--- config.mk ---
export PLATFORM = sky130hd
export DESIGN_NAME = traffic_scheduler_flat
export DESIGN_NICKNAME = d
export VERILOG_FILES = /design/src/rtl/traffic_scheduler_if.sv /design/src/rtl/traffic_scheduler.sv /design/src/flat_wrapper.sv
export SDC_FILE = /design/constraint.sdc
export NUM_CORES = 1
export LEC_CHECK = 0
export ABC_AREA = 1
export ABC_CLOCK_PERIOD_IN_PS = 8900
export BUFFER_PORTS_ARGS = -buffer_cell sky130_fd_sc_hd__buf_2
export CAP_MARGIN = 40
export CORE_UTILIZATION = 40
export DETAILED_ROUTE_END_ITERATION = 7
export PLACE_DENSITY = 0.73
export SLEW_MARGIN = 40
export SYNTH_ARGS = -nofsm -noshare
export SYNTH_HDL_FRONTEND = slang
export SYNTH_SLANG_ARGS = --single-unit
--- constraint.sdc ---
create_clock -name clk -period 8.9 [get_ports clk]
set_input_delay 0 -clock clk [delete_from_list [all_inputs] [get_ports clk]]
set_output_delay 0 -clock clk [all_outputs]
set_load 0.05 [all_outputs]
--- src/rtl/traffic_scheduler_if.sv ---
// Frame-control inputs and VGA-side car position bus for traffic_scheduler.
// The slave modport is the scheduler; master is the game/timing side.
interface traffic_scheduler_if;
   logic       frame_tick;
   logic       pause;
   logic [3:0] current_level;
   logic [9:0] frog_x;
   logic [9:0] frog_y;
   logic [9:0] car_x_0, car_x_1, car_x_2, car_x_3;
   logic [9:0] car_x_4, car_x_5, car_x_6, car_x_7;
   logic [9:0] car_y_0, car_y_1, car_y_2, car_y_3;
   logic [9:0] car_y_4, car_y_5, car_y_6, car_y_7;
   logic       busy;
   logic       update_done;
   logic       hit;

   modport slave (
      input  frame_tick, pause, current_level, frog_x, frog_y,
      output car_x_0, car_x_1, car_x_2, car_x_3,
      output car_x_4, car_x_5, car_x_6, car_x_7,
      output car_y_0, car_y_1, car_y_2, car_y_3,
      output car_y_4, car_y_5, car_y_6, car_y_7,
      output busy, update_done, hit
   );

   modport master (
      output frame_tick, pause, current_level, frog_x, frog_y,
      input  car_x_0, car_x_1, car_x_2, car_x_3,
      input  car_x_4, car_x_5, car_x_6, car_x_7,
      input  car_y_0, car_y_1, car_y_2, car_y_3,
      input  car_y_4, car_y_5, car_y_6, car_y_7,
      input  busy, update_done, hit
   );
endinterface

--- src/rtl/traffic_scheduler.sv ---
// Per-frame car position sweep through one shared adder/wrap unit.
// Optional frog collision check enabled by TRAFFIC_COLLIDE_EN.
module traffic_scheduler #(
   parameter int H_WRAP       = 640,
   parameter int BASE_SPEED   = 2,
   parameter int LANE_Y0      = 64,
   parameter int LANE_PITCH   = 48,
   parameter int INIT_SPACING = 80,
   parameter int CAR_SIZE     = 32
) (
   input logic clk,
   input logic rst_n,
   traffic_scheduler_if.slave bus
);

   typedef enum logic [1:0] {
      IDLE,
      SWEEP,
      DONE
   } state_t;

   state_t     state;
   logic [2:0] idx;
   logic [3:0] lvl_q;
   logic [9:0] car_x [8];
   logic       busy_q;
   logic       done_q;

   logic [5:0]  spd;
   logic [9:0]  cur;
   logic [10:0] sum;
   logic        active;
   logic [9:0]  nx;
   logic        start;

   assign start  = (state == IDLE) && bus.frame_tick && !bus.pause;
   assign spd    = 6'(BASE_SPEED) + {2'b00, lvl_q};
   assign cur    = car_x[idx];
   assign sum    = {1'b0, cur} + {5'b0, spd};
   assign active = ({1'b0, idx} < lvl_q);

   // Even lanes run right, odd lanes run left; parked lanes reload home x.
   always_comb begin
      nx = 10'(idx * INIT_SPACING);
      if (active) begin
         if (!idx[0]) begin
            if (sum >= 11'(H_WRAP))
               nx = 10'(sum - 11'(H_WRAP));
            else
               nx = sum[9:0];
         end else begin
            if (cur < {4'b0, spd})
               nx = cur + 10'(H_WRAP) - {4'b0, spd};
            else
               nx = cur - {4'b0, spd};
         end
      end
   end

   always_ff @(posedge clk or negedge rst_n) begin
      if (!rst_n) begin
         state  <= IDLE;
         idx    <= '0;
         lvl_q  <= '0;
         busy_q <= 1'b0;
         done_q <= 1'b0;
         for (int i = 0; i < 8; i++)
            car_x[i] <= 10'(i * INIT_SPACING);
      end else begin
         unique case (state)
            IDLE: begin
               done_q <= 1'b0;
               if (start) begin
                  state  <= SWEEP;
                  lvl_q  <= bus.current_level;
                  idx    <= '0;
                  busy_q <= 1'b1;
               end
            end
            SWEEP: begin
               car_x[idx] <= nx;
               idx        <= idx + 3'd1;
               if (idx == 3'd7) begin
                  state  <= DONE;
                  done_q <= 1'b1;
               end
            end
            DONE: begin
               state  <= IDLE;
               done_q <= 1'b0;
               busy_q <= 1'b0;
            end
            default: state <= IDLE;
         endcase
      end
   end

`ifdef TRAFFIC_COLLIDE_EN
   logic        hit_acc;
   logic        hit_q;
   logic        olap;
   logic [10:0] ly;

   assign ly = 11'(LANE_Y0) + 11'(idx * LANE_PITCH);

   always_comb begin
      olap = ({1'b0, nx} < {1'b0, bus.frog_x} + 11'd32)
          && ({1'b0, bus.frog_x} < {1'b0, nx} + 11'(CAR_SIZE))
          && (ly < {1'b0, bus.frog_y} + 11'd32)
          && ({1'b0, bus.frog_y} < ly + 11'(CAR_SIZE));
   end

   always_ff @(posedge clk or negedge rst_n) begin
      if (!rst_n) begin
         hit_acc <= 1'b0;
         hit_q   <= 1'b0;
      end else begin
         if (start)
            hit_acc <= 1'b0;
         else if (state == SWEEP && active && olap)
            hit_acc <= 1'b1;
         if (state == DONE)
            hit_q <= hit_acc;
      end
   end

   assign bus.hit = hit_q;
`else
   logic unused_frog;
   assign unused_frog = ^{bus.frog_x, bus.frog_y};
   assign bus.hit = 1'b0;
`endif

   assign bus.busy        = busy_q;
   assign bus.update_done = done_q;

   assign bus.car_x_0 = car_x[0];
   assign bus.car_x_1 = car_x[1];
   assign bus.car_x_2 = car_x[2];
   assign bus.car_x_3 = car_x[3];
   assign bus.car_x_4 = car_x[4];
   assign bus.car_x_5 = car_x[5];
   assign bus.car_x_6 = car_x[6];
   assign bus.car_x_7 = car_x[7];

   assign bus.car_y_0 = 10'(LANE_Y0 + 0 * LANE_PITCH);
   assign bus.car_y_1 = 10'(LANE_Y0 + 1 * LANE_PITCH);
   assign bus.car_y_2 = 10'(LANE_Y0 + 2 * LANE_PITCH);
   assign bus.car_y_3 = 10'(LANE_Y0 + 3 * LANE_PITCH);
   assign bus.car_y_4 = 10'(LANE_Y0 + 4 * LANE_PITCH);
   assign bus.car_y_5 = 10'(LANE_Y0 + 5 * LANE_PITCH);
   assign bus.car_y_6 = 10'(LANE_Y0 + 6 * LANE_PITCH);
   assign bus.car_y_7 = 10'(LANE_Y0 + 7 * LANE_PITCH);

endmodule
--- src/flat_wrapper.sv ---
// flat-port wrapper written by rule: the top's interface ports become plain ports
module traffic_scheduler_flat 
#(
   parameter int H_WRAP       = 640,
   parameter int BASE_SPEED   = 2,
   parameter int LANE_Y0      = 64,
   parameter int LANE_PITCH   = 48,
   parameter int INIT_SPACING = 80,
   parameter int CAR_SIZE     = 32
)
  (clk, rst_n, bus_frame_tick, bus_pause, bus_current_level, bus_frog_x, bus_frog_y, bus_car_x_0, bus_car_x_1, bus_car_x_2, bus_car_x_3, bus_car_x_4, bus_car_x_5, bus_car_x_6, bus_car_x_7, bus_car_y_0, bus_car_y_1, bus_car_y_2, bus_car_y_3, bus_car_y_4, bus_car_y_5, bus_car_y_6, bus_car_y_7, bus_busy, bus_update_done, bus_hit);
  traffic_scheduler_if bus_i ();
  input logic clk;
  input logic rst_n;
  input wire logic [$bits(bus_i.frame_tick)-1:0] bus_frame_tick;
  input wire logic [$bits(bus_i.pause)-1:0] bus_pause;
  input wire logic [$bits(bus_i.current_level)-1:0] bus_current_level;
  input wire logic [$bits(bus_i.frog_x)-1:0] bus_frog_x;
  input wire logic [$bits(bus_i.frog_y)-1:0] bus_frog_y;
  output wire logic [$bits(bus_i.car_x_0)-1:0] bus_car_x_0;
  output wire logic [$bits(bus_i.car_x_1)-1:0] bus_car_x_1;
  output wire logic [$bits(bus_i.car_x_2)-1:0] bus_car_x_2;
  output wire logic [$bits(bus_i.car_x_3)-1:0] bus_car_x_3;
  output wire logic [$bits(bus_i.car_x_4)-1:0] bus_car_x_4;
  output wire logic [$bits(bus_i.car_x_5)-1:0] bus_car_x_5;
  output wire logic [$bits(bus_i.car_x_6)-1:0] bus_car_x_6;
  output wire logic [$bits(bus_i.car_x_7)-1:0] bus_car_x_7;
  output wire logic [$bits(bus_i.car_y_0)-1:0] bus_car_y_0;
  output wire logic [$bits(bus_i.car_y_1)-1:0] bus_car_y_1;
  output wire logic [$bits(bus_i.car_y_2)-1:0] bus_car_y_2;
  output wire logic [$bits(bus_i.car_y_3)-1:0] bus_car_y_3;
  output wire logic [$bits(bus_i.car_y_4)-1:0] bus_car_y_4;
  output wire logic [$bits(bus_i.car_y_5)-1:0] bus_car_y_5;
  output wire logic [$bits(bus_i.car_y_6)-1:0] bus_car_y_6;
  output wire logic [$bits(bus_i.car_y_7)-1:0] bus_car_y_7;
  output wire logic [$bits(bus_i.busy)-1:0] bus_busy;
  output wire logic [$bits(bus_i.update_done)-1:0] bus_update_done;
  output wire logic [$bits(bus_i.hit)-1:0] bus_hit;
  assign bus_i.frame_tick = bus_frame_tick;
  assign bus_i.pause = bus_pause;
  assign bus_i.current_level = bus_current_level;
  assign bus_i.frog_x = bus_frog_x;
  assign bus_i.frog_y = bus_frog_y;
  assign bus_car_x_0 = bus_i.car_x_0;
  assign bus_car_x_1 = bus_i.car_x_1;
  assign bus_car_x_2 = bus_i.car_x_2;
  assign bus_car_x_3 = bus_i.car_x_3;
  assign bus_car_x_4 = bus_i.car_x_4;
  assign bus_car_x_5 = bus_i.car_x_5;
  assign bus_car_x_6 = bus_i.car_x_6;
  assign bus_car_x_7 = bus_i.car_x_7;
  assign bus_car_y_0 = bus_i.car_y_0;
  assign bus_car_y_1 = bus_i.car_y_1;
  assign bus_car_y_2 = bus_i.car_y_2;
  assign bus_car_y_3 = bus_i.car_y_3;
  assign bus_car_y_4 = bus_i.car_y_4;
  assign bus_car_y_5 = bus_i.car_y_5;
  assign bus_car_y_6 = bus_i.car_y_6;
  assign bus_car_y_7 = bus_i.car_y_7;
  assign bus_busy = bus_i.busy;
  assign bus_update_done = bus_i.update_done;
  assign bus_hit = bus_i.hit;
  traffic_scheduler #(.H_WRAP(H_WRAP), .BASE_SPEED(BASE_SPEED), .LANE_Y0(LANE_Y0), .LANE_PITCH(LANE_PITCH), .INIT_SPACING(INIT_SPACING), .CAR_SIZE(CAR_SIZE)) u_core (.clk(clk), .rst_n(rst_n), .bus(bus_i));
endmodule
# Word level (Yosys, flattened, before mapping)
# Index checks and enable logic that the tools add are counted.
# totals
regBits	91
in_bits	28
out_inout_bits	163
wordCells	65
# classes
magnitude_cmp	5
mux	19
eq_ne	5
bitwise	1
n_reduce_logical	14
n_addsub	7
n_mul	1
# op_table
cell	n
80-bit bitwise mux	1
10-bit 2-to-1 mux	7
10-bit binary-select mux with 3-bit select	1
10-bit demux with 3-bit select	1
10-bit by 6-bit subtractor with 10-bit output	2
10-bit by 5-bit adder with 11-bit output	1
11-bit by 10-bit greater-or-equal comparator with 1-bit output (second input constant)	1
10-bit adder (second input constant)	1
10-bit by 6-bit < comparator with 1-bit output	1
2-bit AND reduction	5
10-bit subtractor (second input constant)	1
3-bit by 3-bit multiplier with 6-bit output (second input constant)	1
3-bit one-hot mux with 2 select lines	1
2-bit nonzero test	3
2-bit by 4-bit adder with 5-bit output (first input constant)	1
4-bit greater-or-equal comparator (second input constant)	1
3-bit by 4-bit < comparator with 1-bit output	1
4-bit by 1-bit < comparator with 1-bit output (second input constant)	1
2-bit 2-to-1 mux	2
2-bit by 1-bit != test with 1-bit output (second input constant)	2
3-bit NOT with 4-bit output	1
1-bit one-hot mux with 2 select lines	2
2-bit one-hot mux with 2 select lines	1
3-bit by 1-bit adder with 3-bit output (second input constant)	1
9 further kinds	12

# Depth between registers and ports, before layout
# Gate-level depths: netlist (run 1).
# logic_depth
word_depth	10
mapped_depth	27
ltp_nobuf	25

# Worst setup path before layout (run 1)
# Ideal clock, no wire load.
# synth_timing
path_type	register -> register
startpoint	register u_core.idx[0]
endpoint	register u_core.car_x, in the netlist u_core.bus.car_x_3[8]
setup_ns	0.066
path_stages_with_launch	25
n_path_buf	3
period_less_slack_ns	3.361
required_ns	8.834
t_arrival_ns	3.295
slack_ns	5.539
cell_sequence	dfrtp_1 buf_4 buf_6 clkbuf_1 o21ai_0 o2111ai_1 ha_1 inv_1 fa_1 inv_1 nand2_1 nand2_1 nand2_1 nand3_1 nand2_1 inv_1 o21ai_0 nand3_1 nand3_1 nand2_1 o21ai_0 inv_1 nand2_4 nand3_1 nand2_1
# synth_via
elab_chain_cells	10
word_cells_on_any_way	23
classes_between	add/sub (5); mul (1); order compare (5); mux (10); bitwise (1); reduce/logical (1)
# synth_lines
item	line	rtl
start: declaration	traffic_scheduler.sv:23	logic [2:0] idx;
start signal: assignment	traffic_scheduler.sv:82	idx <= idx + 3'd1;
3-bit NOT with 4-bit output (implied by the code)	traffic_scheduler.sv:38, traffic_scheduler.sv:81	
10-bit binary-select mux with 3-bit select	traffic_scheduler.sv:38	assign cur = car_x[idx];
10-bit 2-to-1 mux (implied by the code) (2 in a row)	traffic_scheduler.sv:38	
10-bit by 5-bit adder with 11-bit output / 10-bit adder (equally long branches)	traffic_scheduler.sv:39, traffic_scheduler.sv:53	
10-bit subtractor, or another cell as far along	traffic_scheduler.sv:48	nx = 10'(sum - 11'(H_WRAP));
10-bit 2-to-1 mux (on tied branches)	traffic_scheduler.sv:47, traffic_scheduler.sv:52	
10-bit 2-to-1 mux	traffic_scheduler.sv:46	if (!idx[0]) begin
10-bit 2-to-1 mux	traffic_scheduler.sv:45	if (active) begin
80-bit bitwise mux (*)	traffic_scheduler.sv:81	car_x[idx] <= nx;
end signal: indexed assignment	traffic_scheduler.sv:68	car_x[i] <= 10'(i * INIT_SPACING);
end signal: indexed assignment	traffic_scheduler.sv:81	
end: declaration	traffic_scheduler.sv:25	logic [9:0] car_x [8];
# Every way passes the cells marked *; elsewhere a longest branch is shown, timed or not. The select of a mux whose other input is x is not followed.
# A chain may end at the register's enable or synchronous reset.

# Worst setup path in the final report (run 1)
# layout_timing
startpoint	register u_core.idx[2]
endpoint	register u_core.car_x, in the netlist u_core.bus.car_x_6[6]
# Same word-level chain as after synthesis.

==> results of run 1 <==
layer usage:
| metal | vias up | track usage | share of wire |
|---|---|---|---|
| met3 | 18 | 0.0262 | 0.050 |
| met1 | 2711 | 0.275 | 0.45 |
| li1 | 2746 | - | - |
| met2 | 178 | 0.361 | 0.49 |
| met5 | - | 0 | 0 |
| met4 | 0 | 0.0622 | 0.014 |
cell type report:
class	instances	area (sq um)	share of cell area
tap	216	270	0.0373
clock inverter	6	88.8	0.0123
inverter	110	414	0.0572
timing repair buffer	97	524	0.0724
clock buffer	10	239	0.0330
multi-input combinational	631	3410	0.470
sequential	91	2300	0.318
synthesized netlist by cell type (10+ instances only):
library cell / number
nand2_1: 194
inv_1: 97
buf_4: 84
dfrtp_1: 71
nand3_1: 66
nor2_1: 59
o21ai_0: 55
ha_1: 33
o21ai_1: 28
dfstp_2: 20
a21oi_1: 17
inv_2: 11
nand4_1: 11
xor2_1: 11
nand2_2: 10
how the worst max path moves through the flow:
| stage | to | cells after the start | slack, ns | startpoint |
|---|---|---|---|---|
| CTS | u_core.bus.car_x_6[6]$_DFFE_PN1P_ | 17 | 4.72 | u_core.idx[2]$_DFFE_PN0P_ |
| floorplan | u_core.bus.car_x_3[8]$_DFFE_PN0P_ | 24 | 5.54 | u_core.idx[0]$_DFFE_PN0P_ |
| global placement | u_core.bus.car_x_0[6]$_DFFE_PN0P_ | 17 | 4.84 | u_core.idx[2]$_DFFE_PN0P_ |
| finish | u_core.bus.car_x_6[6]$_DFFE_PN1P_ | 17 | 4.69 | u_core.idx[2]$_DFFE_PN0P_ |
| detailed placement | u_core.bus.car_x_6[6]$_DFFE_PN1P_ | 17 | 4.75 | u_core.idx[2]$_DFFE_PN0P_ |
| global route | u_core.bus.car_x_7[8]$_DFFE_PN0P_ | 24 | 4.37 | u_core.idx[2]$_DFFE_PN0P_ |
cells by family after synthesis:
| group | share of synthesized area |
|---|---|
| and+or+nand+nor | 0.264 |
| xor gates and xnor gates | 0.0160 |
| muxes | 0.00172 |
| adders and majority gates | 0.0814 |
| other | 0.00115 |
| DFF | 0.352 |
| AOI/OAI and AO/OA | 0.110 |
| buffers and inverters | 0.174 |
stage by stage:
stage                     utilization  worst slack [ns]  hold slack [ns]  std cells
after detailed placement        0.430              4.75          -0.0588       1140
final                           0.454              4.69            0.106       1161
after global routing            0.454              4.37            0.139       1161
after global placement          0.430              4.84          -0.0604       1140
after floorplan                     -              5.54           -0.296        937
after CTS                       0.454              4.72            0.111       1161
sequential cells by signal, summed over array words and instances, names as in the netlist, 3 cells and up:
| register | flops |
|---|---|
| u_core.bus.car_x_7 | 10 |
| u_core.idx | 3 |
| u_core.bus.car_x_6 | 10 |
| u_core.bus.car_x_2 | 10 |
| u_core.bus.car_x_5 | 10 |
| u_core.bus.car_x_1 | 10 |
| u_core.lvl_q | 4 |
| u_core.bus.car_x_3 | 10 |
| u_core.bus.car_x_4 | 10 |
| u_core.bus.car_x_0 | 10 |
critical path: cells and delay by family (launching register included):
kind	cells	cell delay, ns
buf+inv	3	0.39
fa+ha+maj	2	0.65
simple gates	6	1.39
flops	1	0.55
compound gates	6	1.18
==> results_dict.tcl, run 1 <==
set metrics [dict create \
    ys_types 48 \
    final_nets 1007 \
    place.gp.congestion 0.890 \
    crit_chain "nor2_2, inv_1, a21oi_1, o21ai_0, nand4_1, inv_1, ha_1, fa_1, o31ai_2, a41oi_4, nand2_4, inv_2, o21ai_0, o211ai_1, nand2_1, nand3_1, nand2_1" \
    antenna_left 0 \
    wire_per_inst_um 14.5 \
    clk_path_buf_depth 2 \
    drv_cap 0 \
    stdcell_area_sq_mm 0.00724 \
    pin_count 191 \
    die_height_um 130 \
    placed_area_sq_mm 0.00686 \
    slowest_stage "dfrtp_1" \
    rr_startpoint "u_core.idx[2]$_DFFE_PN0P_" \
    regToRegSetupSlack_ns 4.69 \
    via_per_inst 4.87 \
    cts_buffers 9 \
    gr-total-overflow 0 \
    setup-tns-final_ns 0 \
    critical_path.max_fanout 10 \
    synth_top_area_cell "dfrtp_1" \
    synthArstFlopShare 1.00 \
    rsz0062_at_grt "false" \
    syn_area_sq_mm 0.00655 \
    dr.pass1.iters 6 \
    rows 46 \
    slowest_delay_ns 0.55 \
    fin_worst_skew_ns 0.00809 \
    cts_resized 0 \
    max_freq_mhz 237 \
    min_period_ns 4.21 \
    clk_latency_ns 0.35 \
    syn2layout_area_growth_pct 10.6 \
    fillers 1583 \
    grt_max_degree 64 \
    dieArea_sq_mm 0.0169 \
    ys_ff_latch 91 \
    cts_setup_buffers 0 \
    grt_pass1_vias 5296 \
    drc 0 \
    worstSetupStartpointType "register" \
    cts_tree "yes" \
    num_antenna_cells 0 \
    htree_num_levels 3 \
    numPortBuffers 89 \
    synth-warning-count 0 \
    critPathKind "register to register" \
    drt_iter0_markers 472 \
    critical_path_required_ns 9.20 \
    syn_inst 858 \
    synth_top_area_frac 0.271 \
    fp.coreArea_sq_mm 0.0159 \
    track_usage 0.210 \
    status "completed" \
    synth_edf_count 0 \
    clkSinkCount 91 \
    maxSlewHeadroom 0.592 \
    root_buffer "clkbuf_16" \
    setup_viol 0 \
    avgSynthCellArea_sq_um 7.63 \
    synth_flop_cell "dfrtp_1" \
    seq_area_frac_synth 0.352 \
    start_util 0.411 \
    synth_area_leaders "dfrtp_1 27%, nand2_1 11%, buf_4 9.6%" \
    hold_viol 0 \
    cp-end-kind "register" \
    drive_gt1_frac 0.197 \
    vias 5653 \
    final_cell_mix "194 x nand2_1, 97 x inv_1, 88 x buf_2" \
    grt_first_pass_wirelength_um 27400 \
    worst_ep_arrival_time_ns 4.51 \
    die_width_um 130 \
    antenna_found_initial 0 \
    drv_slew 0 \
    worstMarginPinSlew_ns 0.610 \
    routed_wl_um 16900 \
    dp_hpwl_um 12600 \
    worstReg2RegEnd "u_core.bus.car_x_6[6]$_DFFE_PN1P_" \
    hp-class "input port to async pin" \
    hold_buffers 5 \
    layout_commonest_cell "nand2_1" \
    fin_crit_sh 0.473 \
    path_clk_slew_ns 0.07 \
    r2r_cells 17 \
]
Power of run 1 is left out: the tool's default activity adds up to more than one toggle a clock period on the data nets, which glitch-free logic cannot reach.
==> run 2, diff against run 1 <==
Settings changed: ABC_AREA 1 to 0, ABC_CLOCK_PERIOD_IN_PS 8900 to 4100.
Clock period 8.9 ns to 4.1 ns, I/O delays scaled along.
==> run 2 against run 1 <==
Against the previous run: critical endpoint is now u_core.bus.car_x_7[7]$_DFFE_PN0P_; critical path depth rose by 1; critical path type unchanged; largest cell class unchanged; synthesized area fell by 0.53%; utilization rose by 2.5 points.
==> results_dict.tcl, run 2 <==
set metrics [dict create \
    status "completed" \
    routed_wl_um 16900 \
    syn2layout_area_growth_pct 17.0 \
    synthArstFlopShare 1.00 \
    critical_path.max_fanout 8 \
    cts_buffers 9 \
    syn_inst 640 \
    synth_flop_cell "dfrtp_1" \
    synth_top_area_cell "dfrtp_1" \
    worstMarginPinSlew_ns 0.873 \
    place.gp.congestion 0.924 \
    gr-total-overflow 0 \
    fin_crit_sh 0.971 \
    avgSynthCellArea_sq_um 10.2 \
    crit_path_start "u_core.idx[0]$_DFFE_PN0P_" \
    worstSetupStartpointType "register" \
    ys_ff_latch 91 \
    rows 46 \
    rr_startpoint "u_core.idx[0]$_DFFE_PN0P_" \
    synth_most_common_cell "buf_4" \
    synth-warning-count 0 \
    setup_viol 0 \
    clk_path_buf_depth 2 \
    ys_types 71 \
    drive_gt1_frac 0.343 \
    start_util 0.410 \
    crit_chain "buf_4, mux4_2, mux2i_1, inv_1, ha_1, inv_1, fa_1, nand2b_1, a221oi_4, o2111ai_2, xnor2_2, ha_2, o21ai_2, and4b_4, o31ai_4, a21oi_2, buf_4, mux2_2" \
    via_per_inst 5.23 \
    synth_edf_count 0 \
    dr.pass1.iters 5 \
    synth_top_area_frac 0.273 \
    synth_commonest_cells "81 x buf_4, 76 x nand2_1, 71 x dfrtp_1" \
    min_period_ns 3.98 \
    final_nets 831 \
    fp.coreArea_sq_mm 0.0159 \
    hp-class "input port to register" \
    die_width_um 130 \
    drv_slew 0 \
    antenna_found_initial 0 \
    layout_commonest_cell "buf_2" \
    post-route-util 0.480 \
    drt_iter0_markers 363 \
    slowest_delay_ns 0.41 \
    drc 0 \
    maxSlewHeadroom 0.416 \
    dieArea_sq_mm 0.0168 \
    max_freq_mhz 251 \
    fin_worst_skew_ns 0.00866 \
    clk_latency_ns 0.35 \
    dp_hpwl_um 12300 \
    clkSinkCount 91 \
    track_usage 0.204 \
    htree_num_levels 3 \
    final_cell_mix "88 x buf_2, 81 x conb_1, 76 x nand2_1" \
    drv_cap 0 \
    worst_ep_arrival_time_ns 4.22 \
    grt_first_pass_wirelength_um 26100 \
    synth_area_leaders "dfrtp_1 27%, buf_4 9.3%, dfstp_2 8.1%" \
    cts_tree "yes" \
    numPortBuffers 89 \
    hp-start "bus_pause" \
    die_height_um 130 \
    rsz0062_at_grt "true" \
    vias 5147 \
    grt_max_degree 60 \
    critPathKind "register to register" \
    pin_count 191 \
    num_antenna_cells 0 \
    setup-tns-final_ns 0 \
    slowest_stage "dfrtp_1" \
    syn_area_sq_mm 0.00651 \
    wire_per_inst_um 17.2 \
    antenna_left 0 \
    path_clk_slew_ns 0.07 \
    hold_viol 0 \
    root_buffer "clkbuf_16" \
    critical_path_required_ns 4.34 \
    seq_area_frac_synth 0.353 \
    grt_pass1_vias 4795 \
    cp-end-kind "register" \
    holdWs_ns 0.0961 \
]
==> run 2: changes by cell type after synthesis, sizes merged, moves of 38 or more <==
cell   before  now
o21ai      84   44
inv       108   31
nand2     208   77
nand3      73   17
nor2       69   21
mux2        1   39
==> run 2: cell families (layout without fill, tap and decap cells) <==
family | count (synthesis) | after routing | synth area share
AND/OR/NAND/NOR | 165 | 165 | 0.123
AO/OA/AOI/OAI | 115 | 115 | 0.119
other | 2 | 81 | 0.00115
multiplexers | 69 | 69 | 0.155
XOR/XNOR | 19 | 19 | 0.0255
adder cells (fa/ha/maj) | 39 | 39 | 0.0818
buffers and inverters | 140 | 190 | 0.141
flip-flops | 91 | 91 | 0.353
==> run 2: per-stage QoR <==
stage,std cells,cell area [sq um],setup slack (ns)
after floorplan,719,6840,0.0398
after global placement,959,7110,0.0595
after detailed placement,959,7110,-0.00482
after CTS,982,7480,0.0358
after global routing,985,7620,-0.0791
final,985,7620,0.117
==> run 2: worst paths after layout <==
| kind | end | slack (ns) | cells after the start |
|---|---|---|---|
| min in group asynchronous | u_core.bus.car_x_4[3]$_DFFE_PN0P_ | 0.26 | 2 |
| hold reg to reg | u_core.bus.update_done$_DFFE_PN0P_ | 0.48 | 1 |
| setup reg to reg | u_core.bus.car_x_7[7]$_DFFE_PN0P_ | 0.12 | 18 |
| setup / recovery | u_core.bus.car_x_7[7]$_DFFE_PN0P_ | 0.12 | 18 |
| hold / removal | u_core.lvl_q[1]$_DFFE_PN0P_ | 0.1 | 5 |
| max in group asynchronous | u_core.bus.car_x_1[6]$_DFFE_PN1P_ | 2.90 | 3 |
==> run 2: critical path: cells and delay by family, from the launching register on <==
kind                       cells  cell delay, ns
DFF                            1            0.41
xor gates and xnor gates       1            0.18
AOI/OAI and AO/OA              5            0.85
buffers and inverters          4            0.48
muxes                          3            0.72
and+or+nand+nor                2            0.45
adders and majority gates      3            0.79
==> run 2: final cells by class <==
class | count | area, sq um
clock buffers | 9 | 225
inverters | 31 | 116
multi-input cells | 488 | 3730
flip-flops and latches | 91 | 2300
well taps | 216 | 270
repair buffers | 143 | 903
clock inverters | 7 | 75.1
fillers | 1429 | 8260
==> run 2: timing repair <==
action,4_1_cts,5_1_grt
endpoints found under the setup margin,4,43
gates resized for setup,2,20
hold endpoints to repair,52,0
setup buffers,2,3
hold buffers,5,0
pin swaps,2,5
==> run 2: per-layer routing <==
layer,part of all wire,track usage
met1,0.41,0.275
met2,0.49,0.325
met3,0.064,0.0273
met4,0.037,0.101
met5,0,0
Power of run 2 is left out for the same reason.
